==> src/rtl/mem_arbiter_pkg.sv <==
// Shared memory-interface types for the arbiter slice: addresses, blocks, tags,
// commands, icache request packet and owner-table entry.
package mem_arbiter_pkg;

    localparam int NUM_MEM_TAGS = 15;

    typedef logic [31:0] ADDR;
    typedef logic [63:0] MEM_BLOCK;
    typedef logic [3:0]  MEM_TAG;

    typedef enum logic [1:0] {
        MEM_NONE  = 2'h0,
        MEM_LOAD  = 2'h1,
        MEM_STORE = 2'h2
    } MEM_COMMAND;

    typedef struct packed {
        logic valid;
        ADDR  addr;
    } I_ADDR_PACKET;

    typedef enum logic {
        OWNER_ICACHE = 1'b0,
        OWNER_DCACHE = 1'b1
    } MEM_OWNER;

    typedef struct packed {
        logic     valid;
        MEM_OWNER owner;
    } MEM_OWNER_ENTRY;

endpackage

==> src/rtl/mem_owner_table.sv <==
// Records which cache owns each outstanding memory tag; tag 0 has no storage.
// A set and a clear of the same tag in one cycle keeps the new owner.
module mem_owner_table
    import mem_arbiter_pkg::*;
#(
    parameter int NUM_TAGS = NUM_MEM_TAGS
) (
    input  logic           clock,
    input  logic           reset,
    input  logic           set_en,
    input  MEM_TAG         set_tag,
    input  MEM_OWNER       set_owner,
    input  MEM_TAG         clr_tag,
    output MEM_OWNER_ENTRY lookup
);

    MEM_OWNER_ENTRY r_tab [1:NUM_TAGS];

    always_ff @(posedge clock) begin
        for (int i = 1; i <= NUM_TAGS; i++) begin
            if (reset) begin
                r_tab[i] <= '{valid: 1'b0, owner: OWNER_ICACHE};
            end else if (set_en && (set_tag == MEM_TAG'(i))) begin
                r_tab[i] <= '{valid: 1'b1, owner: set_owner};
            end else if (clr_tag == MEM_TAG'(i)) begin
                r_tab[i].valid <= 1'b0;
            end
        end
    end

    always_comb begin
        lookup = '{valid: 1'b0, owner: OWNER_ICACHE};
        for (int i = 1; i <= NUM_TAGS; i++) begin
            if (clr_tag == MEM_TAG'(i)) lookup = r_tab[i];
        end
    end

endmodule

==> src/rtl/mem_arbiter.sv <==
// Single-port memory arbiter: dcache priority with an icache starvation guard,
// plus tag-to-owner routing of returning data.
module mem_arbiter
    import mem_arbiter_pkg::*;
#(
    parameter int NUM_TAGS     = NUM_MEM_TAGS,
    parameter int STARVE_LIMIT = 4
) (
    input  logic         clock,
    input  logic         reset,
    input  I_ADDR_PACKET icache_req,
    output logic         icache_req_accepted,
    input  logic         dcache_req_valid,
    input  MEM_COMMAND   dcache_req_cmd,
    input  ADDR          dcache_req_addr,
    input  MEM_BLOCK     dcache_req_data,
    output logic         dcache_req_accepted,
    output MEM_COMMAND   mem_command,
    output ADDR          mem_addr,
    output MEM_BLOCK     mem_wdata,
    input  MEM_TAG       mem_req_tag,
    input  MEM_TAG       mem_data_tag,
    output MEM_TAG       icache_current_tag,
    output MEM_TAG       dcache_current_tag,
    output MEM_TAG       icache_data_tag,
    output MEM_TAG       dcache_data_tag
);

    localparam int                CNT_W = $clog2(STARVE_LIMIT + 1);
    localparam logic [CNT_W-1:0]  LIMIT = CNT_W'(STARVE_LIMIT);

    logic [CNT_W-1:0] r_starve_cnt;
    logic             w_grant_d;
    logic             w_grant_i;
    logic             w_accept;
    MEM_OWNER_ENTRY   w_entry;

    // Outputs are held quiet while reset is asserted so nothing reaches memory.
    always_comb begin
        w_grant_d = 1'b0;
        w_grant_i = 1'b0;
        if (!reset) begin
            if (dcache_req_valid && (r_starve_cnt < LIMIT)) w_grant_d = 1'b1;
            else if (icache_req.valid)                      w_grant_i = 1'b1;
            else if (dcache_req_valid)                      w_grant_d = 1'b1;
        end
    end

    always_comb begin
        mem_command = MEM_NONE;
        mem_addr    = '0;
        mem_wdata   = '0;
        if (w_grant_d) begin
            mem_command = dcache_req_cmd;
            mem_addr    = dcache_req_addr;
            if (dcache_req_cmd == MEM_STORE) mem_wdata = dcache_req_data;
        end else if (w_grant_i) begin
            mem_command = MEM_LOAD;
            mem_addr    = icache_req.addr;
        end
    end

    assign w_accept            = (mem_command != MEM_NONE) && (mem_req_tag != '0);
    assign icache_req_accepted = w_accept && w_grant_i;
    assign dcache_req_accepted = w_accept && w_grant_d;
    assign icache_current_tag  = w_grant_i ? mem_req_tag : '0;
    assign dcache_current_tag  = w_grant_d ? mem_req_tag : '0;

    // A rejected icache grant still counts as a denied cycle.
    always_ff @(posedge clock) begin
        if (reset) begin
            r_starve_cnt <= '0;
        end else if (!icache_req.valid || icache_req_accepted) begin
            r_starve_cnt <= '0;
        end else if (r_starve_cnt < LIMIT) begin
            r_starve_cnt <= r_starve_cnt + 1'b1;
        end
    end

    mem_owner_table #(.NUM_TAGS(NUM_TAGS)) u_owner_table (
        .clock     (clock),
        .reset     (reset),
        .set_en    (w_accept && (mem_command == MEM_LOAD)),
        .set_tag   (mem_req_tag),
        .set_owner (w_grant_d ? OWNER_DCACHE : OWNER_ICACHE),
        .clr_tag   (mem_data_tag),
        .lookup    (w_entry)
    );

    assign icache_data_tag = (!reset && w_entry.valid && (w_entry.owner == OWNER_ICACHE))
                             ? mem_data_tag : '0;
    assign dcache_data_tag = (!reset && w_entry.valid && (w_entry.owner == OWNER_DCACHE))
                             ? mem_data_tag : '0;

endmodule

==> config.mk <==
export PLATFORM = sky130hd
export DESIGN_NAME = mem_arbiter
export DESIGN_NICKNAME = d
export VERILOG_FILES = /design/src/rtl/mem_arbiter_pkg.sv /design/src/rtl/mem_owner_table.sv /design/src/rtl/mem_arbiter.sv
export SDC_FILE = /design/constraint.sdc
export NUM_CORES = 1
export LEC_CHECK = 0
export ABC_AREA = 1
export CAP_MARGIN = 20
export CORE_MARGIN = 2
export CORE_UTILIZATION = 32
export CTS_BUF_LIST = sky130_fd_sc_hd__clkbuf_16
export DETAILED_ROUTE_END_ITERATION = 10
export GPL_ROUTABILITY_DRIVEN = 0
export PLACE_DENSITY = 0.9
export SLEW_MARGIN = 40
export SYNTH_ARGS = -nofsm -noshare
export SYNTH_HDL_FRONTEND = slang
export SYNTH_HIERARCHICAL = 1
export SYNTH_SLANG_ARGS = --single-unit
==> constraint.sdc <==
create_clock -name clock -period 3 [get_ports clock]
set_input_delay 0.9 -clock clock [delete_from_list [all_inputs] [get_ports clock]]
set_output_delay 0.9 -clock clock [all_outputs]
set_load 0.005 [all_outputs]
==> results of run 1 <==
[cells in the mapped netlist]
cell type | n | area [um2]
nand2_1 | 126 | 473.0
nor2_1 | 124 | 465.5
inv_1 | 35 | 131.4
a22o_1 | 32 | 280.3
edfxtp_1 | 30 | 900.9
nand3_1 | 23 | 115.1
nor3_1 | 17 | 85.08
or2_2 | 11 | 68.82
buf_2 | 10 | 50.05
clkbuf_1 | 7 | 26.28
nand4_1 | 7 | 43.79
inv_2 | 5 | 18.77
buf_1 | 4 | 15.01
buf_6 | 4 | 45.04
dfxtp_1 | 3 | 60.06
o211ai_1 | 3 | 22.52
nand2_2 | 2 | 12.51
nor2_2 | 2 | 12.51
a21oi_2 | 1 | 8.760
buf_4 | 1 | 7.510
ha_1 | 1 | 12.51
mux2i_1 | 1 | 10.01
nand3b_1 | 1 | 7.510
nor2_4 | 1 | 11.26
nor3_2 | 1 | 10.01
o21ai_0 | 1 | 5.000
or2_0 | 1 | 6.260
xor2_1 | 1 | 8.760
[cells in the final DEF, fill, tap and decap left out, types with 6 or more instances in the layout]
cell             Yosys  final
clkdlybuf4s50_1      0    131
nand2_1            126    114
nor2_1             124     99
dlygate4sd2_1        0     68
buf_4                1     67
inv_1               35     31
edfxtp_1            30     30
a22o_1              32     28
clkdlybuf4s15_1      0     18
nor2_2               2     17
buf_2               10     17
nand3_1             23     14
nor3_1              17     14
nor2_4               1     11
clkbuf_2             0     11
or2_2               11     11
nand2_2              2      8
nand3_2              0      8
buf_12               0      8
nand4_1              7      7
inv_4                0      6
[power by group]
part / internal, mW / leakage [nW] / switching [mW]
logic: 0.385 / 2.76 / 0.284
registers: 0.518 / 0.342 / 0.00688
clock network: 0.298 / 0.0776 / 0.176
[registers in the layout (all words and copies together), names as in the netlist]
register             count
r_starve_cnt             3
u_owner_table/r_tab     30
[metrics by stage]
step	instance area [um2]	utilization [%]	power [mW]	TNS, ps
floorplan	2914	-	0.7073	0
global placement	5966	68.08	1.078	-86010
detailed placement	5966	68.08	1.093	-95220
CTS	6500	74.17	1.624	-2277
global route	6673	76.14	1.729	-4017
finish	6673	76.14	1.668	-3316
[cell families (layout without fill, tap and decap cells)]
logic type / after synthesis / after routing / synth area share [%]
AOI/OAI and AO/OA: 37 / 37 / 10.86
buffers and inverters: 66 / 390 / 10.09
xor gates and xnor gates: 1 / 1 / 0.3006
and+or+nand+nor: 316 / 316 / 45.00
adders and majority gates: 1 / 1 / 0.4293
muxes: 1 / 1 / 0.3435
DFF: 33 / 33 / 32.98
[repair_timing]
item | 4_1_cts | 5_1_grt
endpoints found under the setup margin | 165 | 105
pin swaps | 25 | 27
setup buffers | 14 | 6
hold buffers | 0 | 0
gates cloned | 8 | 0
endpoints found under the hold margin | 0 | 0
gates resized for setup | 299 | 81
[cell type report]
cell class	instances	area (um2)	area share (%)
multi-input combinational	356	1969	29.51
tap	108	135.1	2.025
clock buffer	5	125.1	1.875
timing repair buffer	341	3277	49.11
timing repair inverter	1	8.758	0.1313
inverter	40	185.2	2.775
clock inverter	3	11.26	0.1688
sequential	33	960.9	14.40
[worst min path at each step]
stage               cells past startpoint                      endpoint  slack [ps]                         start
finish                                  2  r_starve_cnt[0]$_SDFFE_PP0N_         570  r_starve_cnt[0]$_SDFFE_PP0N_
floorplan                               2  r_starve_cnt[1]$_SDFFE_PP0N_         480  r_starve_cnt[1]$_SDFFE_PP0N_
detailed placement                      2  r_starve_cnt[0]$_SDFFE_PP0N_         530  r_starve_cnt[0]$_SDFFE_PP0N_
global route                            2  r_starve_cnt[0]$_SDFFE_PP0N_         590  r_starve_cnt[0]$_SDFFE_PP0N_
global placement                        2  r_starve_cnt[1]$_SDFFE_PP0N_         490  r_starve_cnt[1]$_SDFFE_PP0N_
CTS                                     2  r_starve_cnt[0]$_SDFFE_PP0N_         540  r_starve_cnt[0]$_SDFFE_PP0N_
[routing by layer]
| layer | track usage [%] | wire [um] | up-vias |
|---|---|---|---|
| li1 | - | - | 2123 |
| met1 | 36.15 | 6019 | 2166 |
| met2 | 59.82 | 9151 | 248 |
| met3 | 8.855 | 1525 | 41 |
| met4 | 11.38 | 483 | 2 |
| met5 | 0 | 16 | - |
[critical path, delay by kind of cell]
| family | cells | cell delay [ps] |
|---|---|---|
| simple gates | 6 | 920 |
| buf+inv | 6 | 770 |
==> run_results.csv, run 1 <==
group,metric,value,unit
global_routing,grt_max_degree,32,
power_and_ir_drop,p_leak,3.183,nW
detailed_routing,drt-initial-drc-count,279,
worst_setup_path,endpoint,"icache_data_tag[3]",
clocking,cts_root_buf,"clkbuf_16",
timing,worstMarginPinSlew,583.0,ps
global_routing,grt_pass1_wl,24.84,mm
worst_setup_path,crit_start,"mem_data_tag[0]",
clocking,path_clk_slew,50,ps
global_routing,antenna_found_initial,1,
detailed_routing,antenna_left,0,
detailed_routing,drc,0,
timing,timing.hold.ws,567.9,ps
timing,max_slew_margin,61.09,%
timing,period_minus_slack,3479,ps
floorplan,start_util,33.25,%
layout,syn_to_final_growth,129.0,%
synthesis,yosysSeqAreaShare,32.98,%
clocking,cts.sinks,33,
clocking,cts_tree,"built",
worst_setup_path,critPathKind,"primary input to output pin",
outcome,failed_checks,"setup timing",
place,io_buffers,257,
timing,finalCritPeriodShare,116.0,%
synthesis,syn_inst,455,
timing,finalHoldViolCount,0,
layout,nets,921,
place,dp.cells,852,
place,pre_cts_slack,-1162,ps
detailed_routing,vias,4580,
timing,slew_violations,0,
worst_setup_path,rr_startpoint,"r_starve_cnt[2]$_SDFFE_PP0N_",
global_routing,grt_pass1_vias,4626,
layout,fillers,658,
detailed_routing,first_pass_iters,5,
power_and_ir_drop,ir_drop,0.2213,mV
global_routing,grt_util_all_layers,32.63,%
worst_setup_path,slowest_stage,"or2_2",
worst_setup_path,worst_path_most_repeated_cell,"buf_4",
worst_setup_path,startpoint_type,"primary input",
clocking,htreeDepth,2,
synthesis,yosysWarnings,6,
floorplan,die_h,99.43,um
timing,fin_worst_skew,3.249,ps
worst_setup_path,crit_fanout,6,
timing,fmax,287.4,MHz
place,place_hpwl,12.21,mm
timing,setup_viol_count_final,9,
detailed_routing,routed_wl,17.20,mm
detailed_routing,viasPerCell,5.163,
global_routing,gr-total-overflow,0,
worst_setup_path,worst_r2r_endpoint,"u_owner_table/r_tab[0][1]$_SDFFCE_PP0P_",
synthesis,synth_cell_types,28,
floorplan,io_pins,258,
min_path,min-delay-path-class,"register to register",
floorplan,core,8763,um2
synthesis,syn_area_per_cell,6.404,um2
floorplan,dieArea,9885,um2
clocking,clk-insertion-delay-late,280,ps
worst_setup_path,crit_required,2100,ps
timing,setup_slack,-479.4,ps
power_and_ir_drop,p_per_area,249.9,nW/um2
outcome,status,"complete, but fails checks",
worst_setup_path,crit_path_cell_trace,"buf_12 > buf_4 > nor3_2 > inv_1 > buf_6 > or2_2 > nand2_1 > nand4_1 > nand3b_1 > buf_4 > nor2_2 > buf_2",
synthesis,syn-num-nets,598,
job,cap_violations,0,
layout,layout-drive-gt1-share,27.34,%
worst_setup_path,endpoint_kind,"output pin",
floorplan,fp.dieW,99.43,um
timing,rsz0062_at_grt,"yes",
layout,fin_cells,887,
layout,n_antenna_cell,0,
clocking,cts_buffers,5,
floorplan,rows,34,
synthesis,synth-seq-cells,33,
worst_setup_path,r2r_slack,500,ps
worst_setup_path,cp.arrival,2580,ps
clocking,clockBufferDepth,2,
detailed_routing,wire_per_inst,19.39,um
worst_setup_path,cp_slowest_stage_delay,270,ps
worst_setup_path,reg2reg_depth,15,
synthesis,syn_area,2914,um2
No activity file was read; power rests on OpenSTA's default activity.
==> run 2: changes to the inputs <==
CTS_CLUSTER_SIZE = 8   (was default)
==> results of run 2 <==
Final layout, timing and power as in run 1 (identical DEF).
